**src/rtl/nes_input_pkg.sv**
```systemverilog
// Shared types and constants for the NES controller port block.
// Device codes, register geometry and Four Score signatures.
package nes_input_pkg;

    typedef enum logic [1:0] {
        DEV_NONE   = 2'd0,
        DEV_PAD    = 2'd1,
        DEV_ZAPPER = 2'd2
    } dev_e;

    localparam int SR_W  = 24;
    localparam int CNT_W = 5;

    localparam logic [CNT_W-1:0] CNT_SAT = 5'd24;

    localparam logic [7:0] SIG_4016_DEF = 8'h08;
    localparam logic [7:0] SIG_4017_DEF = 8'h04;

    // Code 3 is reserved and behaves exactly like an empty port.
    function automatic dev_e decode_dev(input logic [1:0] code);
        dev_e d;
        case (code)
            2'd1:    d = DEV_PAD;
            2'd2:    d = DEV_ZAPPER;
            default: d = DEV_NONE;
        endcase
        return d;
    endfunction

    function automatic logic [SR_W-1:0] reload_word(
        input logic       fs,
        input logic [7:0] sig,
        input logic [7:0] pad_b,
        input logic [7:0] pad_a
    );
        logic [SR_W-1:0] w;
        if (fs) w = {sig, pad_b, pad_a};
        else    w = {16'hFFFF, pad_a};
        return w;
    endfunction

endpackage

```
**src/rtl/nes_input_ports_shifter.sv**
```systemverilog
// One controller port serial register with saturating read counter.
// Shifts toward bit 0, back-filling ones so over-reads return 1.
module input_port_shifter
    import nes_input_pkg::*;
(
    input  logic            clk,
    input  logic            reset,
    input  logic            load,
    input  logic            shift,
    input  logic [SR_W-1:0] load_val,
    input  dev_e            dev,
    output logic            d0
);

    logic [SR_W-1:0]  sr_q;
    logic [CNT_W-1:0] cnt_q;
    logic             sat;

    assign sat = (cnt_q == CNT_SAT);

    always_ff @(posedge clk) begin
        if (reset) begin
            sr_q  <= '0;
            cnt_q <= '0;
        end else if (load) begin
            sr_q  <= load_val;
            cnt_q <= '0;
        end else if (shift && !sat) begin
            sr_q  <= {1'b1, sr_q[SR_W-1:1]};
            cnt_q <= cnt_q + 1'b1;
        end
    end

    assign d0 = (dev == DEV_PAD) & sr_q[0];

endmodule

```
**src/rtl/nes_input_ports.sv**
```systemverilog
// CPU-side $4016/$4017 controller: strobe latch, config capture,
// Four Score qualification and zapper status routing.
module nes_input_ports
    import nes_input_pkg::*;
#(
    parameter logic [7:0] SIG_4016 = SIG_4016_DEF,
    parameter logic [7:0] SIG_4017 = SIG_4017_DEF
) (
    input  logic       clk,
    input  logic       reset,
    input  logic       wr_4016,
    input  logic       wr_data,
    input  logic       rd_4016,
    input  logic       rd_4017,
    input  logic [7:0] pad1,
    input  logic [7:0] pad2,
    input  logic [7:0] pad3,
    input  logic [7:0] pad4,
    input  logic [1:0] port1_dev,
    input  logic [1:0] port2_dev,
    input  logic       fourscore_en,
    input  logic       zap_light,
    input  logic       zap_trigger,
    output logic [4:0] out_4016,
    output logic [4:0] out_4017,
    output logic       strobe
);

    logic strobe_q;
    dev_e dev1_q;
    dev_e dev2_q;
    logic fs_en_q;
    logic zap_light_q;
    logic zap_trig_q;

    dev_e dev1_in;
    dev_e dev2_in;
    logic fs_load;

    logic            shift1;
    logic            shift2;
    logic [SR_W-1:0] reload1;
    logic [SR_W-1:0] reload2;
    logic            d0_1;
    logic            d0_2;
    logic            zap1;
    logic            zap2;

    assign dev1_in = decode_dev(port1_dev);
    assign dev2_in = decode_dev(port2_dev);

    always_ff @(posedge clk) begin
        if (reset) begin
            strobe_q    <= 1'b0;
            dev1_q      <= DEV_NONE;
            dev2_q      <= DEV_NONE;
            fs_en_q     <= 1'b0;
            zap_light_q <= 1'b0;
            zap_trig_q  <= 1'b0;
        end else begin
            if (wr_4016)
                strobe_q <= wr_data;
            if (strobe_q) begin
                dev1_q  <= dev1_in;
                dev2_q  <= dev2_in;
                fs_en_q <= fourscore_en;
            end
            zap_light_q <= zap_light;
            zap_trig_q  <= zap_trigger;
        end
    end

    // Reloads only happen while strobe is high, which is exactly when the
    // config registers capture, so the reload uses the config being latched.
    assign fs_load = fourscore_en
                   && (dev1_in == DEV_PAD)
                   && (dev2_in == DEV_PAD);

    assign reload1 = reload_word(fs_load, SIG_4016, pad3, pad1);
    assign reload2 = reload_word(fs_load, SIG_4017, pad4, pad2);

    // A $4016 write in the same cycle wins over a $4016 read.
    assign shift1 = rd_4016 & ~strobe_q & ~wr_4016;
    assign shift2 = rd_4017 & ~strobe_q;

    input_port_shifter u_port1 (
        .clk      (clk),
        .reset    (reset),
        .load     (strobe_q),
        .shift    (shift1),
        .load_val (reload1),
        .dev      (dev1_q),
        .d0       (d0_1)
    );

    input_port_shifter u_port2 (
        .clk      (clk),
        .reset    (reset),
        .load     (strobe_q),
        .shift    (shift2),
        .load_val (reload2),
        .dev      (dev2_q),
        .d0       (d0_2)
    );

    assign zap1 = (dev1_q == DEV_ZAPPER);
    assign zap2 = (dev2_q == DEV_ZAPPER);

    assign out_4016 = {zap1 & zap_trig_q, zap1 & zap_light_q, 2'b00, d0_1};
    assign out_4017 = {zap2 & zap_trig_q, zap2 & zap_light_q, 2'b00, d0_2};
    assign strobe   = strobe_q;

    logic unused_fs;
    assign unused_fs = fs_en_q;

endmodule
```
**config.mk**
```make
export PLATFORM = sky130hd
export DESIGN_NAME = nes_input_ports
export DESIGN_NICKNAME = d
export VERILOG_FILES = /design/src/rtl/nes_input_pkg.sv /design/src/rtl/nes_input_ports_shifter.sv /design/src/rtl/nes_input_ports.sv
export SDC_FILE = /design/constraint.sdc
export NUM_CORES = 1
export LEC_CHECK = 0
export ABC_AREA = 1
export ABC_CLOCK_PERIOD_IN_PS = 1500
export CAP_MARGIN = 25
export CORE_ASPECT_RATIO = 0.7
export CORE_UTILIZATION = 48
export CTS_BUF_LIST = sky130_fd_sc_hd__clkbuf_16
export CTS_CLUSTER_DIAMETER = 80
export DETAILED_ROUTE_END_ITERATION = 10
export PLACE_DENSITY = 0.77
export SYNTH_ARGS = -nofsm -noshare
export SYNTH_HDL_FRONTEND = slang
export SYNTH_SLANG_ARGS = --single-unit
```
**constraint.sdc**
```tcl
create_clock -name clk -period 1.5 [get_ports clk]
set_input_delay 0.3 -clock clk [delete_from_list [all_inputs] [get_ports clk]]
set_output_delay 0.3 -clock clk [all_outputs]
set_load 0.005 [all_outputs]
```
==> run summary <==
====================================================================================
Post-synthesis instance area                                             0.00319 mm²
Max-slew violation count                                                           0
Number of buffers added on ports                                                  51
Total wire length                                                            7710 µm
WP buf/inv                                                                         1
Fin worst setup slack                                                      0.0540 ns
Cell with the most instances after synthesis                            sky130_fd_sc_hd__nand2_1
Number of antenna violations at the first check in global routing                  0
Dominant cell type by area after synthesis                              sky130_fd_sc_hd__dfxtp_1
Antenna diode instance count                                                       0
Global-route wire length before repair                                      12600 µm
Primary FF master, synth                                                sky130_fd_sc_hd__dfxtp_1
Sort of element at the start of the critical path                          flip-flop
Worst path arrival time                                                      1.15 ns
Setup Slack @ Placement                                                    -0.134 ns
Initial core utilization                                                       50.4%
First DRT Iteration DRCs                                                         189
RePlAce Congestion                                                             0.768
Sinks on Clock Net                                                                65
Highest cell delay on the worst timing path                                  0.48 ns
Final setup violation count                                                        0
Number of placement rows                                                          24
Number of top-level pins                                                          56
CTS Buffer Depth                                                                   2
Part of the cycle the worst path needs                                         96.4%
Layout Skew                                                               0.00422 ns
Pin count of the biggest net entering global routing                              50
Placed instance count                                                            580
Sort of element at the end of the critical path                         primary output
Wire length per cell after detailed routing                                  12.8 µm
Outcome                                                                    completed
Area used by multi-input combinational logic                             0.00165 mm²
Number of synthesis warnings                                                       0
Largest fanout on the critical path                                                2
Fraction of post-synthesis cell area in the top cell type by area              40.7%
Maximum frequency from static timing analysis                                692 MHz
Count of unresolved DRC violations after routing                                   0
Total CTS buffers                                                                  9
Share of synthesized area occupied by flip-flops and latches                   40.7%
Final HPWL from detailed placement                                           5050 µm
CP Cell Sequence                                                        clkdlybuf4s50_1
Max stage delay cell, worst path                                        sky130_fd_sc_hd__clkdlybuf4s50_1
EDFF count, synth                                                                  0
Final net count                                                                  555
Sequential standard cell area                                            0.00131 mm²
Setup repair after global routing missed its margin                             true
Number of routed nets with antenna violations                                      0
Via-to-Cell Ratio                                                               5.12
Period minus WS final                                                        1.45 ns
Clock-pin slew on the worst setup and hold paths                             0.05 ns
Total core area                                                          0.00634 mm²
Ranking of synthesized cells by instance count                          123 x sky130_fd_sc_hd__nand2_1, 65 x sky130_fd_sc_hd__dfxtp_1, 37 x sky130_fd_sc_hd__inv_1, 37 x sky130_fd_sc_hd__nand3_1, 35 x sky130_fd_sc_hd__a21oi_1
Tot GR Track Use                                                               23.0%
Synthesis-to-layout area growth                                                34.2%
Post-Place Cell Area                                                     0.00391 mm²
Power per cell area                                                      1060 mW/mm²
Post-Synthesis Mean Instance Area                                           7.29 µm²
Number of flip-flops and latches in the synthesized netlist                       65
Cell family with the largest share of critical-path delay               buffers and inverters
Vias in the first global route                                                  2759
Endpoint required time on the critical path                                  1.20 ns
Leak                                                                         1.92 nW
Proportion of synthesized flip-flops having asynchronous set or reset             0%
Number of maximum-capacitance constraint violations                                0
Total via count in the routed design                                            3078
Post-route non-filler standard cell count                                        601
Layout cell share with drive strength beyond 1                                 17.5%
Final number of hold-violating endpoints                                           0
Total grt overflow                                                                 0
Clock insertion delay at the later pin of the skew report                    0.33 ns
Largest vdd supply drop                                                     0.780 mV
Total Die Area                                                           0.00699 mm²
Design area                                                              0.00429 mm²
Total of fill cells in the finished design                                       521
TritonCTS clock tree                                                            done
Die W                                                                        99.5 µm
Worst hold-check path type                                              flip-flop to flip-flop
Pwr Total                                                                  0.00453 W
Type of the worst setup path                                            flip-flop to primary output
Post-synthesis cell type count                                                    32
Overall die height                                                           70.3 µm
Top post-synthesis cells by area                                        sky130_fd_sc_hd__dfxtp_1 41%, sky130_fd_sc_hd__nand2_1 14%, sky130_fd_sc_hd__nand3_1 5.8%
1st-pass router iterations                                                         4
CTS root buf                                                            sky130_fd_sc_hd__clkbuf_16
Hold buffer count at cts                                                           0
Synthesized instance count                                                       438
Count of H-tree levels built during CTS                                            3
====================================================================================
-- per-stage QoR --
stage          util (%)  setup TNS [ns]  hold WS (ns)
2_1_floorplan         -               0         0.407
6_report           67.7               0         0.444
5_1_grt            67.7         -0.0668         0.464
3_3_place_gp       61.7           -3.06         0.431
4_1_cts            66.4               0         0.446
3_5_place_dp       61.7           -4.18         0.435
-- path summary, 6_finish.rpt --
| kind | depth (start not counted) | start | slack (ns) | to |
|---|---|---|---|---|
| setup / recovery | 1 | strobe$_SDFFE_PP0P_ | 0.05 | strobe |
| hold / removal | 2 | u_port1.sr_q[5]$_SDFFE_PP0P_ | 0.44 | u_port1.sr_q[5]$_SDFFE_PP0P_ |
| setup reg to reg | 10 | u_port2.cnt_q[0]$_SDFFE_PP0P_ | 0.08 | u_port2.sr_q[8]$_SDFFE_PP0P_ |
| hold reg to reg | 2 | u_port1.sr_q[5]$_SDFFE_PP0P_ | 0.44 | u_port1.sr_q[5]$_SDFFE_PP0P_ |
-- placed cells by master, fill, tap and decap left out, types with 3 or more instances in the layout --
| cell | instances |
|---|---|
| sky130_fd_sc_hd__a21oi_1 | 34 |
| sky130_fd_sc_hd__a31oi_1 | 7 |
| sky130_fd_sc_hd__buf_12 | 5 |
| sky130_fd_sc_hd__buf_4 | 21 |
| sky130_fd_sc_hd__clkbuf_16 | 9 |
| sky130_fd_sc_hd__clkdlybuf4s50_1 | 45 |
| sky130_fd_sc_hd__clkinv_1 | 3 |
| sky130_fd_sc_hd__conb_1 | 4 |
| sky130_fd_sc_hd__dfxtp_1 | 58 |
| sky130_fd_sc_hd__dfxtp_2 | 6 |
| sky130_fd_sc_hd__dlygate4sd2_1 | 4 |
| sky130_fd_sc_hd__ha_1 | 4 |
| sky130_fd_sc_hd__inv_1 | 35 |
| sky130_fd_sc_hd__inv_2 | 4 |
| sky130_fd_sc_hd__nand2_1 | 122 |
| sky130_fd_sc_hd__nand2_2 | 4 |
| sky130_fd_sc_hd__nand2_8 | 4 |
| sky130_fd_sc_hd__nand3_1 | 37 |
| sky130_fd_sc_hd__nand3b_1 | 16 |
| sky130_fd_sc_hd__nand4_1 | 9 |
| sky130_fd_sc_hd__nor2_1 | 14 |
| sky130_fd_sc_hd__nor2_4 | 5 |
| sky130_fd_sc_hd__nor3_1 | 4 |
| sky130_fd_sc_hd__o21ai_0 | 8 |
| sky130_fd_sc_hd__o21ai_1 | 8 |
| sky130_fd_sc_hd__or2_2 | 14 |
-- per-layer routing --
layer | up-vias | wire [µm] | GRT usage (%)
met2 | 105 | 3530 | 36.6
met1 | 1417 | 3670 | 30.7
met3 | 5 | 466 | 7.21
met4 | 0 | 42 | 4.90
li1 | 1551 | - | -
met5 | - | 0 | 0
-- repair_timing --
item / 4_1_cts / 5_1_grt
endpoints found under the setup margin: 18 / 41
buffers inserted: 2 / 0
cloned: 0 / 4
pin swaps: 0 / 6
gates resized for setup: 13 / 29
-- cell type report --
type,instances,area share (%)
Tap cell,91,2.66
Inverter,40,3.59
Multi-Input combinational cell,310,38.4
Sequential cell,65,30.6
Clock inverter,6,1.20
Clock buffer,9,5.25
Timing Repair Buffer,79,18.1
Timing Repair inverter,1,0.175
-- registers in the layout (all words and copies together) (netlist names) --
name,cells
zap_light_q,1
dev2_q,2
u_port2.cnt_q,5
u_port1.sr_q,24
zap_trig_q,1
dev1_q,2
u_port1.cnt_q,5
u_port2.sr_q,24
strobe,1
-- logic make-up (layout without fill, tap and decap cells) --
| family | Yosys count | after routing | share of synthesized area [%] |
|---|---|---|---|
| simple gates | 230 | 233 | 35.2 |
| buf+inv | 69 | 135 | 10.4 |
| compound gates | 65 | 65 | 10.9 |
| flops | 65 | 65 | 40.7 |
| fa+ha+maj | 4 | 4 | 1.57 |
| xor+xnor | 4 | 4 | 1.10 |
| other cells | 1 | 4 | 0.117 |
-- where the power goes --
part | internal [W] | leakage [nW] | switching, W
combinational | 0.000330 | 1.25 | 0.000351
sequential | 0.00183 | 0.535 | 0.0000488
clock | 0.00125 | 0.141 | 0.000714
(Power assumes the default switching activity.)
